$ cat src/rtl/fetch_instr_queue_pkg.sv
// Shared types and constants for the per-thread fetch-to-decode instruction queue.
// Also hosts the round-robin arbiter used to pick the issuing thread.
package fetch_instr_queue_pkg;

   localparam int THR_PER_CORE       = 4;
   localparam int THR_PER_CORE_WIDTH = $clog2(THR_PER_CORE);
   localparam int INSTR_WIDTH        = 32;
   localparam int PC_WIDTH           = 32;

   typedef enum logic {
      Single_Threaded = 1'b0,
      Multi_Threaded  = 1'b1
   } multithreading_mode_t;

   typedef struct packed {
      logic itlb_miss;
      logic bus_error;
   } fetch_xcpt_t;

   typedef struct packed {
      logic [INSTR_WIDTH-1:0] instr;
      logic [PC_WIDTH-1:0]    pc;
      fetch_xcpt_t            xcpt;
   } fetch_queue_entry_t;

   // One-hot grant of the first requester at or after prio, wrapping around.
   function automatic logic [THR_PER_CORE-1:0] arb_rr(
      input logic [THR_PER_CORE-1:0]       req,
      input logic [THR_PER_CORE_WIDTH-1:0] prio
   );
      logic [THR_PER_CORE-1:0]       grant;
      logic [THR_PER_CORE_WIDTH-1:0] idx;
      grant = '0;
      for (int i = THR_PER_CORE - 1; i >= 0; i--) begin
         idx = prio + THR_PER_CORE_WIDTH'(i);
         if (req[idx]) begin
            grant      = '0;
            grant[idx] = 1'b1;
         end
      end
      return grant;
   endfunction

endpackage

$ cat src/rtl/fetch_instr_queue_thread_fifo.sv
// Single-thread instruction FIFO: push/pop/flush with count and head outputs.
// A push into a full queue is only accepted when the same cycle also pops.
module instr_thread_fifo
   import fetch_instr_queue_pkg::*;
#(
   parameter int DEPTH = 4
) (
   input  logic                     clock,
   input  logic                     reset,
   input  logic                     push,
   input  logic                     pop,
   input  logic                     flush,
   input  fetch_queue_entry_t       push_entry,
   output fetch_queue_entry_t       head,
   output logic [$clog2(DEPTH):0]   count,
   output logic                     drop
);

   localparam int PTR_W = $clog2(DEPTH);
   localparam int CNT_W = PTR_W + 1;

   fetch_queue_entry_t mem [DEPTH];
   logic [PTR_W-1:0]   rd_ptr;
   logic [PTR_W-1:0]   wr_ptr;
   logic               full;
   logic               do_pop;
   logic               do_push;

   assign full    = (count == CNT_W'(DEPTH));
   assign do_pop  = pop && !flush && (count != '0);
   assign do_push = push && !flush && (!full || do_pop);
   assign drop    = push && !flush && full && !do_pop;
   assign head    = mem[rd_ptr];

   always_ff @(posedge clock or negedge reset) begin
      if (!reset) begin
         rd_ptr <= '0;
         wr_ptr <= '0;
         count  <= '0;
      end else if (flush) begin
         rd_ptr <= '0;
         wr_ptr <= '0;
         count  <= '0;
      end else begin
         if (do_pop) begin
            rd_ptr <= rd_ptr + PTR_W'(1);
         end
         if (do_push) begin
            wr_ptr <= wr_ptr + PTR_W'(1);
         end
         count <= count + CNT_W'(do_push) - CNT_W'(do_pop);
      end
   end

   // Storage needs no reset; only entries below count are ever read out.
   always_ff @(posedge clock) begin
      if (do_push) begin
         mem[wr_ptr] <= push_entry;
      end
   end

endmodule

$ cat src/rtl/fetch_instr_queue.sv
// Per-thread instruction queues between fetch and decode, with round-robin issue
// of one instruction per cycle, stall_fetch back-pressure and per-thread flush.
module fetch_instr_queue
   import fetch_instr_queue_pkg::*;
#(
   parameter int DEPTH = 4,
   parameter int SKID  = 2
) (
   input  logic                          clock,
   input  logic                          reset,
   input  multithreading_mode_t          mt_mode,
   input  logic                          fetch_instr_valid,
   input  logic [INSTR_WIDTH-1:0]        fetch_instr_data,
   input  logic [PC_WIDTH-1:0]           fetch_instr_pc,
   input  logic [THR_PER_CORE_WIDTH-1:0] fetch_thread_id,
   input  fetch_xcpt_t                   fetch_xcpt,
   input  logic [THR_PER_CORE-1:0]       flush,
   input  logic [THR_PER_CORE-1:0]       stall_decode,
   output logic [THR_PER_CORE-1:0]       stall_fetch,
   output logic                          decode_instr_valid,
   output logic [INSTR_WIDTH-1:0]        decode_instr_data,
   output logic [PC_WIDTH-1:0]           decode_instr_pc,
   output logic [THR_PER_CORE_WIDTH-1:0] decode_thread_id,
   output fetch_xcpt_t                   decode_xcpt,
   output logic                          overflow_error
);

   localparam int CNT_W = $clog2(DEPTH) + 1;

   fetch_queue_entry_t              push_entry;
   fetch_queue_entry_t              head [THR_PER_CORE];
   logic [CNT_W-1:0]                count [THR_PER_CORE];
   logic [THR_PER_CORE-1:0]         push;
   logic [THR_PER_CORE-1:0]         eligible;
   logic [THR_PER_CORE-1:0]         grant;
   logic [THR_PER_CORE-1:0]         drop;
   logic [THR_PER_CORE_WIDTH-1:0]   push_tid;
   logic [THR_PER_CORE_WIDTH-1:0]   grant_idx;
   logic [THR_PER_CORE_WIDTH-1:0]   rr_ptr;
   logic                            any_grant;

   assign push_tid   = (mt_mode == Single_Threaded) ? '0 : fetch_thread_id;
   assign push_entry = '{instr: fetch_instr_data, pc: fetch_instr_pc, xcpt: fetch_xcpt};

   for (genvar t = 0; t < THR_PER_CORE; t++) begin : g_thread
      assign push[t]        = fetch_instr_valid && (push_tid == THR_PER_CORE_WIDTH'(t));
      assign eligible[t]    = (count[t] != '0) && !stall_decode[t] && !flush[t] &&
                              ((mt_mode == Multi_Threaded) || (t == 0));
      assign stall_fetch[t] = (count[t] >= CNT_W'(DEPTH - SKID));

      instr_thread_fifo #(
         .DEPTH (DEPTH)
      ) u_fifo (
         .clock      (clock),
         .reset      (reset),
         .push       (push[t]),
         .pop        (grant[t]),
         .flush      (flush[t]),
         .push_entry (push_entry),
         .head       (head[t]),
         .count      (count[t]),
         .drop       (drop[t])
      );
   end

   // rr_ptr names the thread with highest priority this cycle.
   always_comb begin
      grant     = arb_rr(eligible, rr_ptr);
      grant_idx = '0;
      for (int t = 0; t < THR_PER_CORE; t++) begin
         if (grant[t]) begin
            grant_idx = THR_PER_CORE_WIDTH'(t);
         end
      end
   end

   assign any_grant = |grant;

   always_ff @(posedge clock or negedge reset) begin
      if (!reset) begin
         rr_ptr             <= '0;
         decode_instr_valid <= 1'b0;
         decode_instr_data  <= '0;
         decode_instr_pc    <= '0;
         decode_thread_id   <= '0;
         decode_xcpt        <= '0;
         overflow_error     <= 1'b0;
      end else begin
         decode_instr_valid <= any_grant;
         if (any_grant) begin
            rr_ptr            <= grant_idx + THR_PER_CORE_WIDTH'(1);
            decode_instr_data <= head[grant_idx].instr;
            decode_instr_pc   <= head[grant_idx].pc;
            decode_thread_id  <= grant_idx;
            decode_xcpt       <= head[grant_idx].xcpt;
         end
         if (|drop) begin
            overflow_error <= 1'b1;
         end
      end
   end

endmodule
$ cat config.mk
export PLATFORM = sky130hd
export DESIGN_NAME = fetch_instr_queue
export DESIGN_NICKNAME = d
export VERILOG_FILES = /design/src/rtl/fetch_instr_queue_pkg.sv /design/src/rtl/fetch_instr_queue_thread_fifo.sv /design/src/rtl/fetch_instr_queue.sv
export SDC_FILE = /design/constraint.sdc
export NUM_CORES = 1
export LEC_CHECK = 0
export CAP_MARGIN = 20
export CORE_MARGIN = 2
export CORE_UTILIZATION = 50
export CTS_BUF_LIST = sky130_fd_sc_hd__clkbuf_4
export DETAILED_ROUTE_END_ITERATION = 10
export HOLD_SLACK_MARGIN = 0.08
export PLACE_DENSITY = 0.63
export SLEW_MARGIN = 5
export SYNTH_ARGS = -nofsm -noshare
export SYNTH_HDL_FRONTEND = slang
export SYNTH_SLANG_ARGS = --single-unit
$ cat constraint.sdc
create_clock -name clock -period 5.5 [get_ports clock]
set_clock_uncertainty 0.1 [all_clocks]
set_input_delay 0.55 -clock clock [delete_from_list [all_inputs] [get_ports clock]]
set_output_delay 0.55 -clock clock [all_outputs]
set_load 0.02 [all_outputs]
# == After elaboration in Yosys (flattened, before gate mapping) ==
# Memory sizes are Yosys's and may differ from the RTL's.
# Cells that the tools add are included.
# totals
reg_bits,100
wordCells,198
output_inout_bits,74
inputBits,80
ramBits,1056
memories,4
# memory_table
name,words,width,rd,rd_clocked_by_memory_dff,write_ports,line_no,text
g_thread[0].u_fifo.mem,4,66,1,0,1,fetch_instr_queue_thread_fifo.sv:22,fetch_queue_entry_t mem [DEPTH];
g_thread[1].u_fifo.mem,4,66,1,0,1,fetch_instr_queue_thread_fifo.sv:22,
g_thread[2].u_fifo.mem,4,66,1,0,1,fetch_instr_queue_thread_fifo.sv:22,
g_thread[3].u_fifo.mem,4,66,1,0,1,fetch_instr_queue_thread_fifo.sv:22,
# op_classes
muxes,55
eq_ne,7
bitwise,1
reduce_logical,78
addsub,20
order_cmp,13
# ops
cell,n
$bmux W66 S2,1
$mux W66,2
$logic_and A1 B1 Y1,43
$mux W2,19
$add A2 B1 Y2 const B,10
$mux W1,17
$logic_not A1 Y1,16
$mux W4,4
$reduce_bool A2 Y1,8
$add A3 B1 Y3,4
$eq A3 B3 Y1 const B,4
$ge A3 B2 Y1 const B,4
$lt A2 B3 Y1 const B,4
$mux W3,4
$reduce_bool A3 Y1,4
$sub A3 B1 Y3,4
$bmux W1 S2,4
$demux W1 S2,4
$ge A2 B1 Y1 const B,4
$reduce_or A4 Y1,2
$add A2 B2 Y2 const B,2
$eq A2 B2 Y1 const B,2
$logic_or A1 B1 Y1,4
$ge A3 B3 Y1 const B,1
3 further kinds,3

# == Longest topological paths before layout ==
# Gate-level depths: netlist (run 1).
# logic_depth
depth_word,17
mapped_depth,16

# == Hierarchy ==
# A second synthesis (run 1) with hierarchy kept.
# unflattened
cells_unflattened,2106
hier_area_um2,44705.4
# modules_own_cells
mod,cells_per_inst,area_per_inst_um2,instances
instr_thread_fifo,390,10008.3,4
fetch_instr_queue,546,4672.0,1

# == Least setup slack after synthesis (run 1) ==
# OpenSTA, ideal clock, no wires.
# synth_path
kind,register to register
startpoint,reg rr_ptr[0]
endpoint,mem g_thread[0].u_fifo.mem[0][0] in the netlist's numbering (enable)
setup_slack_ns,0.709
required_ns,4.969
t_arrival_ns,4.260
stages_incl_launch_ff,12
path_cell_list,dfrtp_1 > inv_1 > ha_1 > nor4bb_1 > a221oi_2 > nor3_2 > nand2b_4 > a211oi_2 > or2_0 > buf_4 > a31oi_4 > and2_1
# synth_via
elab_chain_cells,15
elab_cells_between_ends,41
cone_classes,add/sub: 3; order compare: 8; mux: 22; reduce/logical: 8
# synth_rtl
item,line_no,text
from (decl),fetch_instr_queue.sv:39,logic [THR_PER_CORE_WIDTH-1:0] rr_ptr;
from (signal assigned),fetch_instr_queue.sv:91,rr_ptr <= grant_idx + THR_PER_CORE_WIDTH'(1);
$add A2 B2 Y2,fetch_instr_queue_pkg.sv:35,idx = prio + THR_PER_CORE_WIDTH'(i);
$lt A2 B3 Y1 (implied by the code) / $ge A2 B1 Y1 (equally long branches),fetch_instr_queue_pkg.sv:38,grant[idx] = 1'b1;
$logic_and A1 B1 Y1 (implied by the code),fetch_instr_queue_pkg.sv:38,
$mux W1 (implied by the code),fetch_instr_queue_pkg.sv:38,
$demux W1 S2,fetch_instr_queue_pkg.sv:38,
$mux W4 (3 in series),fetch_instr_queue_pkg.sv:36,if (req[idx]) begin
$mux W4 (*),fetch_instr_queue_pkg.sv:36,
$logic_and A1 B1 Y1 (*) (2 in series),fetch_instr_queue_thread_fifo.sv:30,assign do_pop = pop && !flush && (count != '0);
$logic_or A1 B1 Y1 (*),fetch_instr_queue_thread_fifo.sv:31,assign do_push = push && !flush && (!full || do_pop);
$logic_and A1 B1 Y1 (*),fetch_instr_queue_thread_fifo.sv:31,
$mux W1 (*),fetch_instr_queue_thread_fifo.sv:57,if (do_push) begin
$mux W1 (implied by the code) (*),fetch_instr_queue_thread_fifo.sv:58,mem[wr_ptr] <= push_entry;
to (decl),fetch_instr_queue_thread_fifo.sv:22,
# Mark *: on every way between the ends. The rest lies on a longest branch, timed or not. The select of a mux whose other input is x is not followed.

# == Worst setup path after layout (run 1) ==
# layout_path
startpoint,reg rr_ptr[0]
endpoint,reg decode_instr_data[21]
# layout_via
elab_chain_cells,16
elab_cells_between_ends,43
cone_classes,add/sub: 3; order compare: 8; mux: 26; bitwise: 1; reduce/logical: 5
# layout_rtl
item,line_no,text
$add A2 B2 Y2,fetch_instr_queue_pkg.sv:35,
$lt A2 B3 Y1 (implied by the code) / $ge A2 B1 Y1 (equally long branches),fetch_instr_queue_pkg.sv:38,
$logic_and A1 B1 Y1 (implied by the code),fetch_instr_queue_pkg.sv:38,
$mux W1 (implied by the code),fetch_instr_queue_pkg.sv:38,
$demux W1 S2,fetch_instr_queue_pkg.sv:38,
$mux W4 (3 in series),fetch_instr_queue_pkg.sv:36,
$mux W4 (*),fetch_instr_queue_pkg.sv:36,
$mux W1,fetch_instr_queue.sv:71,if (grant[t]) begin
$mux W2 (2 in series),fetch_instr_queue.sv:71,
$not A2 Y3 (implied by the code),fetch_instr_queue.sv:92,decode_instr_data <= head[grant_idx].instr;
$bmux W66 S2,fetch_instr_queue.sv:92,
$mux W66 (2 in series),n/a,
to (signal assigned),fetch_instr_queue.sv:92,
to (decl),fetch_instr_queue.sv:21,"output logic [INSTR_WIDTH-1:0] decode_instr_data,"
# Marked as above.
# A chain may end at the register's enable or synchronous reset.

==> results of run 1 <==
where the power goes:
| part | leakage, nW | internal (mW) | switching (mW) |
|---|---|---|---|
| Clock | 2.30 | 4.05 | 3.30 |
| Sequential | 10.7 | 10.0 | 0.381 |
| Combinational | 4.27 | 2.46 | 3.69 |
layout by cell type, fill, tap and decap left out, types with 5 or more instances in the layout:
cell	Yosys	final
and2_4	0	16
buf_12	0	24
buf_4	4	35
clkbuf_4	0	471
clkdlybuf4s50_1	0	152
clkinv_1	0	40
dfrtp_1	100	92
dfrtp_4	0	8
dlygate4sd3_1	0	5
edfxtp_1	1056	1056
ha_1	31	31
inv_1	34	34
mux2i_1	67	67
mux4_2	264	264
nand2_1	11	11
nand3_1	71	71
nor2_1	29	29
nor3_1	10	10
o211a_1	65	65
o21ai_0	11	11
o22a_1	66	66
o31ai_1	6	6
or3_1	7	7
xnor2_1	8	8
final timing paths:
path,start,to,slack [ns],cells past startpoint
worst max-delay path,rr_ptr[0],decode_instr_data[21],0.75,11
worst min-delay path,fetch_thread_id[0],overflow_error,0.23,4
worst max register to register,rr_ptr[0],decode_instr_data[21],0.75,11
worst min register to register,overflow_error,overflow_error,0.42,2
max in group asynchronous,reset,decode_instr_pc[3],4.13,4
min in group asynchronous,reset,decode_instr_data[17],0.43,4
sequential cells by signal, summed over array words and instances, names as in the netlist:
name                    count
decode_instr_pc            32
overflow_error              1
decode_thread_id            2
decode_instr_valid          1
decode_instr_data          32
g_thread.u_fifo.mem      1056
rr_ptr                      2
g_thread.u_fifo.count      12
g_thread.u_fifo.rd_ptr      8
decode_xcpt                 2
g_thread.u_fifo.wr_ptr      8
layer usage:
metal  vias up  track usage
li1       9693            -
met1     12315        0.336
met2      1028        0.379
met3       159       0.0624
met4        12       0.0794
met5         -            0
final cells by class:
| class | instances | area [um^2] |
|---|---|---|
| Tap cell | 1165 | 1460 |
| Multi-Input combinational cell | 758 | 10100 |
| Fill cell | 6519 | 36600 |
| Clock inverter | 47 | 283 |
| Timing Repair Buffer | 218 | 2370 |
| Antenna cell | 2 | 5.00 |
| Clock buffer | 471 | 3540 |
| Inverter | 34 | 128 |
| Sequential cell | 1156 | 34200 |
worst min-delay path, delay by kind of cell:
kind	cells	cell delay (ns)
AOI/OAI and AO/OA	1	0.13
buffers and inverters	1	0.56
and+or+nand+nor	2	0.18
through the flow:
stage	setup slack, ns	util	hold slack [ns]
floorplan	0.709	-	0.154
global route	0.495	0.587	0.185
finish	0.752	0.587	0.227
global placement	0.902	0.543	0.396
CTS	0.850	0.587	0.0808
detailed placement	0.771	0.543	0.404
cell families (layout without fill, tap and decap cells):
| family | count (synthesis) | in the layout | synth area share |
|---|---|---|---|
| muxes | 334 | 334 | 0.148 |
| adders and majority gates | 35 | 35 | 0.0104 |
| other | 0 | 2 | 0 |
| buffers and inverters | 143 | 770 | 0.0140 |
| DFF | 1156 | 1156 | 0.763 |
| and+or+nand+nor | 182 | 182 | 0.0221 |
| xor gates and xnor gates | 10 | 10 | 0.00195 |
| AOI/OAI and AO/OA | 197 | 197 | 0.0396 |
==> flow_metrics.tcl, run 1 <==
set metrics [dict create \
    cts_tree "built" \
    setup_tns_ns 0 \
    drt-initial-drc-count 2205 \
    yosysWarningCount 0 \
    hold_path_class "in -> reg" \
    path_clk_slew_ns 0.07 \
    netlist_instances 2057 \
    placed_cells 3324 \
    ant_nets 0 \
    antenna_found_initial 8 \
    critPathMaxFanout 27 \
    rsz0062_at_grt "no" \
    power_leakage_nw 17.3 \
    synth_top_area_cell "edfxtp_1" \
    drive_above_1_share 0.320 \
    area_growth_pct 16.2 \
    setup_viol 0 \
    synthTopCellsByArea "edfxtp_1, mux4_2, dfrtp_1, mux2i_1, o211a_1" \
    worst_path_largest_cell_delay_ns 0.63 \
    worstSetupPathType "reg -> reg" \
    overflow 0 \
    worst_slew_margin_rel 0.282 \
    fmaxAchievable_ghz 0.211 \
    synth_nets 2172 \
    synth.yosys.seq_area_share 0.763 \
    top_layer_used "met5" \
    drc 0 \
    dr_total_vias 23207 \
    grt_pass1_wl_um 159000 \
    startpoint_type "flop" \
    cp.arrival_ns 5.61 \
    maxCapViolations 0 \
    min_period_over_period 0.863 \
    min_period_ns 4.75 \
    ir_worst_vdd_uv 397 \
    num_rows 109 \
    cts_root_buf "clkbuf_4" \
    path_cells "inv_1, ha_1, nor4b_1, a221oi_2, nor3_2, nand2_2, o22ai_1, or2_0, nand3_4, buf_4, o211a_1" \
    clock_latency_ns 1.14 \
    grt_pass1_vias 24587 \
    cts_buffer_depth 4 \
    critPathCaptureType "flop" \
    synth.top_cell.area_share 0.708 \
    stdcell_count 3851 \
    cts.sink_count 1156 \
    dp_hpwl_um 56700 \
    die-width_um 303 \
    crit_family "simple AND/OR/NAND/NOR gates" \
    syn_area_per_cell_um2 21.8 \
    netlist_area_um2 44800 \
    critical_path_required_ns 6.36 \
    wl_per_cell_um 28.1 \
    synth_seq_cells 1156 \
    io_pins 154 \
    cts_resized 0 \
    async_flop_share 0.0865 \
    hold_buffers 6 \
    synth.distinct_cells 72 \
    synth.most_common_cell "edfxtp_1" \
    grtUsageTotal 0.242 \
    synth_common_cells "edfxtp_1, mux4_2, dfrtp_1" \
    finalNetCount 2590 \
    synthFlopType "edfxtp_1" \
    htreeDepth 5 \
    core_area_um2 88600 \
    cts_buffers 307 \
    met1_length_um 44700 \
    firstDrtPassIters 5 \
    met2_length_um 52400 \
    die-area_um2 92000 \
    numPortBuffers 153 \
    die_h_um 303 \
    totalWireLength_um 108000 \
    finalPower_mw 23.9 \
    dpl-instance-area_um2 48100 \
    hold_violations 0 \
    tightest_slew_ns 1.08 \
    drt-vias-per-instance 6.03 \
    globalplace.congestion 0.857 \
    powerDensity_nw_per_um2 459 \
    start_util 0.506 \
    cts_setup_buffers 0 \
    grt_max_degree 69 \
    drv_slew 0 \
    synth_edf_count 1056 \
    routed-wl-met3_um 8700 \
    slowest_stage "dfrtp_1" \
    outcome "finished clean" \
    final_cell_area_um2 52100 \
    worst-path-buf-inv 2 \
]
Power figures use the tool's default switching activity.
==> run 2, diff against run 1 <==
--- a/config.mk
+++ b/config.mk
@@ -9,6 +9,7 @@
 export CORE_MARGIN = 2
 export CORE_UTILIZATION = 50
 export CTS_BUF_LIST = sky130_fd_sc_hd__clkbuf_4
+export CTS_CLUSTER_DIAMETER = 150
 export DETAILED_ROUTE_END_ITERATION = 10
 export HOLD_SLACK_MARGIN = 0.08
 export PLACE_DENSITY = 0.63
==> results of run 2 <==
Final layout, timing and power as in run 1 (identical DEF).
==> run 3, diff against run 2 <==
--- a/config.mk
+++ b/config.mk
@@ -11,7 +11,6 @@
 export CTS_BUF_LIST = sky130_fd_sc_hd__clkbuf_4
 export CTS_CLUSTER_DIAMETER = 150
 export DETAILED_ROUTE_END_ITERATION = 10
-export HOLD_SLACK_MARGIN = 0.08
 export PLACE_DENSITY = 0.63
 export SLEW_MARGIN = 5
 export SYNTH_ARGS = -nofsm -noshare
==> flow_metrics.tcl, run 3 (synthesis gave the netlist of run 1 again) <==
set metrics [dict create \
    ant_nets 0 \
    min_period_ns 4.71 \
    grt_pass1_wl_um 159000 \
    path_cells "inv_1, ha_1, nand2b_1, nor4b_1, o211ai_1, o311ai_1, o221ai_2, a21oi_1, and2_4, buf_12" \
    area_growth_pct 16.2 \
    fmaxAchievable_ghz 0.212 \
    whs_path_depth 2 \
    cts_setup_buffers 0 \
    overflow 0 \
    core_area_um2 88600 \
    ir_worst_vdd_uv 399 \
    startpoint_type "flop" \
    final_cell_mix "edfxtp_1, clkbuf_4, mux4_2" \
    drt-initial-drc-count 2222 \
    die_h_um 303 \
    totalWireLength_um 108000 \
    outcome "finished clean" \
    cts.sink_count 1156 \
    crit_start "rr_ptr[1]" \
    powerDensity_nw_per_um2 459 \
    start_util 0.506 \
    largest_reg_flops 1056 \
    cts_root_buf "clkbuf_4" \
    rsz0062_at_grt "no" \
    final_common_cell "edfxtp_1" \
    dp_hpwl_um 56700 \
    drive_above_1_share 0.320 \
    path_clk_slew_ns 0.06 \
    whs_endpoint "g_thread[2].u_fifo.count[2]" \
    min_period_over_period 0.857 \
    placed_cells 3324 \
    hold_path_class "in -> reg" \
    die-width_um 303 \
    wl_per_cell_um 28.0 \
    grt_max_degree 69 \
    antenna_found_initial 8 \
    worst_path_largest_cell_delay_ns 0.69 \
    grtUsageTotal 0.242 \
    worstRegToRegCells 10 \
    htreeDepth 5 \
    die-area_um2 92000 \
    grt_pass1_vias 24587 \
    io_pins 154 \
    drc 0 \
    drt-vias-per-instance 6.01 \
    maxCapViolations 0 \
    setup_viol 0 \
    cts_buffers 307 \
    worstSetupPathType "reg -> reg" \
    r2r_start "rr_ptr[1]" \
    firstDrtPassIters 5 \
    critPathMaxFanout 31 \
    cp.arrival_ns 5.38 \
    hp-start "flush[2]" \
    finalNetCount 2588 \
    reg_top3 "g_thread.u_fifo.mem: 1056 flops, decode_instr_data: 32 flops, decode_instr_pc: 32 flops" \
    hold_violations 0 \
    reg2reg_setup_slack_ns 0.79 \
    slowest_stage "and2_4" \
    fill_cells 6522 \
    critPathCaptureType "flop" \
    regMostFlops "g_thread.u_fifo.mem" \
    globalplace.congestion 0.857 \
    regToRegEndpoint "g_thread[2].u_fifo.mem[0][30]" \
    stdcell_count 3848 \
    cts_buffer_depth 4 \
    num_rows 109 \
    power_leakage_nw 17.2 \
    dr_total_vias 23115 \
    worst_slew_margin_rel 0.285 \
    tightest_slew_ns 1.07 \
    cts_tree "built" \
    drv_slew 0 \
    numPortBuffers 153 \
    critical_path_required_ns 6.16 \
    clock_latency_ns 1.14 \
    setup_tns_ns 0 \
]
[run 3: worst max path at each step]
stage                     depth (start not counted)  slack [ns]                             to
after floorplan                                  11        0.71   g_thread[0].u_fifo.mem[0][0]
after CTS                                        11        0.85             decode_instr_pc[3]
after detailed placement                         10        0.77            decode_instr_pc[31]
after global placement                           10        0.90           decode_instr_data[4]
after global routing                             11        0.49           decode_instr_data[0]
final                                            10        0.79  g_thread[2].u_fifo.mem[0][30]
[run 3: metal layers]
| metal | vias up | part of all wire | track usage |
|---|---|---|---|
| met5 | - | 0.00081 | 0 |
| met4 | 14 | 0.019 | 0.0794 |
| met3 | 158 | 0.084 | 0.0624 |
| met2 | 1067 | 0.49 | 0.379 |
| met1 | 12184 | 0.41 | 0.336 |
| li1 | 9692 | - | - |
[run 3: metrics by stage]
| step | area [um^2] | power, mW | setup WS, ns | hold slack, ns | util |
|---|---|---|---|---|---|
| global placement | 48100 | 16.6 | 0.902 | 0.396 | 0.543 |
| finish | 52100 | 23.9 | 0.788 | 0.172 | 0.587 |
| global route | 52100 | 25.0 | 0.495 | 0.110 | 0.587 |
| detailed placement | 48100 | 16.7 | 0.771 | 0.404 | 0.543 |
| CTS | 52000 | 24.1 | 0.850 | 0.0266 | 0.587 |
| floorplan | 44800 | 14.3 | 0.709 | 0.154 | - |
[run 3: area by class of cell]
type / count / area (um^2) / area share
multi-input combinational: 758 / 10100 / 0.193
timing repair buffer: 216 / 2350 / 0.0451
antenna: 1 / 2.50 / 0.0000481
clock buffer: 471 / 3540 / 0.0679
tap: 1165 / 1460 / 0.0280
sequential: 1156 / 34200 / 0.658
inverter: 34 / 128 / 0.00245
clock inverter: 47 / 283 / 0.00543
[run 3: worst max-delay path, delay by kind of cell (launching register included)]
family,cells,cell delay [ns]
AND/OR/NAND/NOR,3,1.42
AO/OA/AOI/OAI,4,1.24
flip-flops,1,0.61
buffers and inverters,2,0.54
adder cells (fa/ha/maj),1,0.40
[run 3: repair_timing]
item                                   4_1_cts  5_1_grt
hold buffers                                 4        0
resized for setup                            0        0
endpoints found under the hold margin      104        0
[run 3: power breakdown]
| part | switching [mW] | internal, mW |
|---|---|---|
| registers | 0.379 | 10.0 |
| logic | 3.67 | 2.46 |
| clock network | 3.29 | 4.05 |
| total | 7.34 | 16.5 |
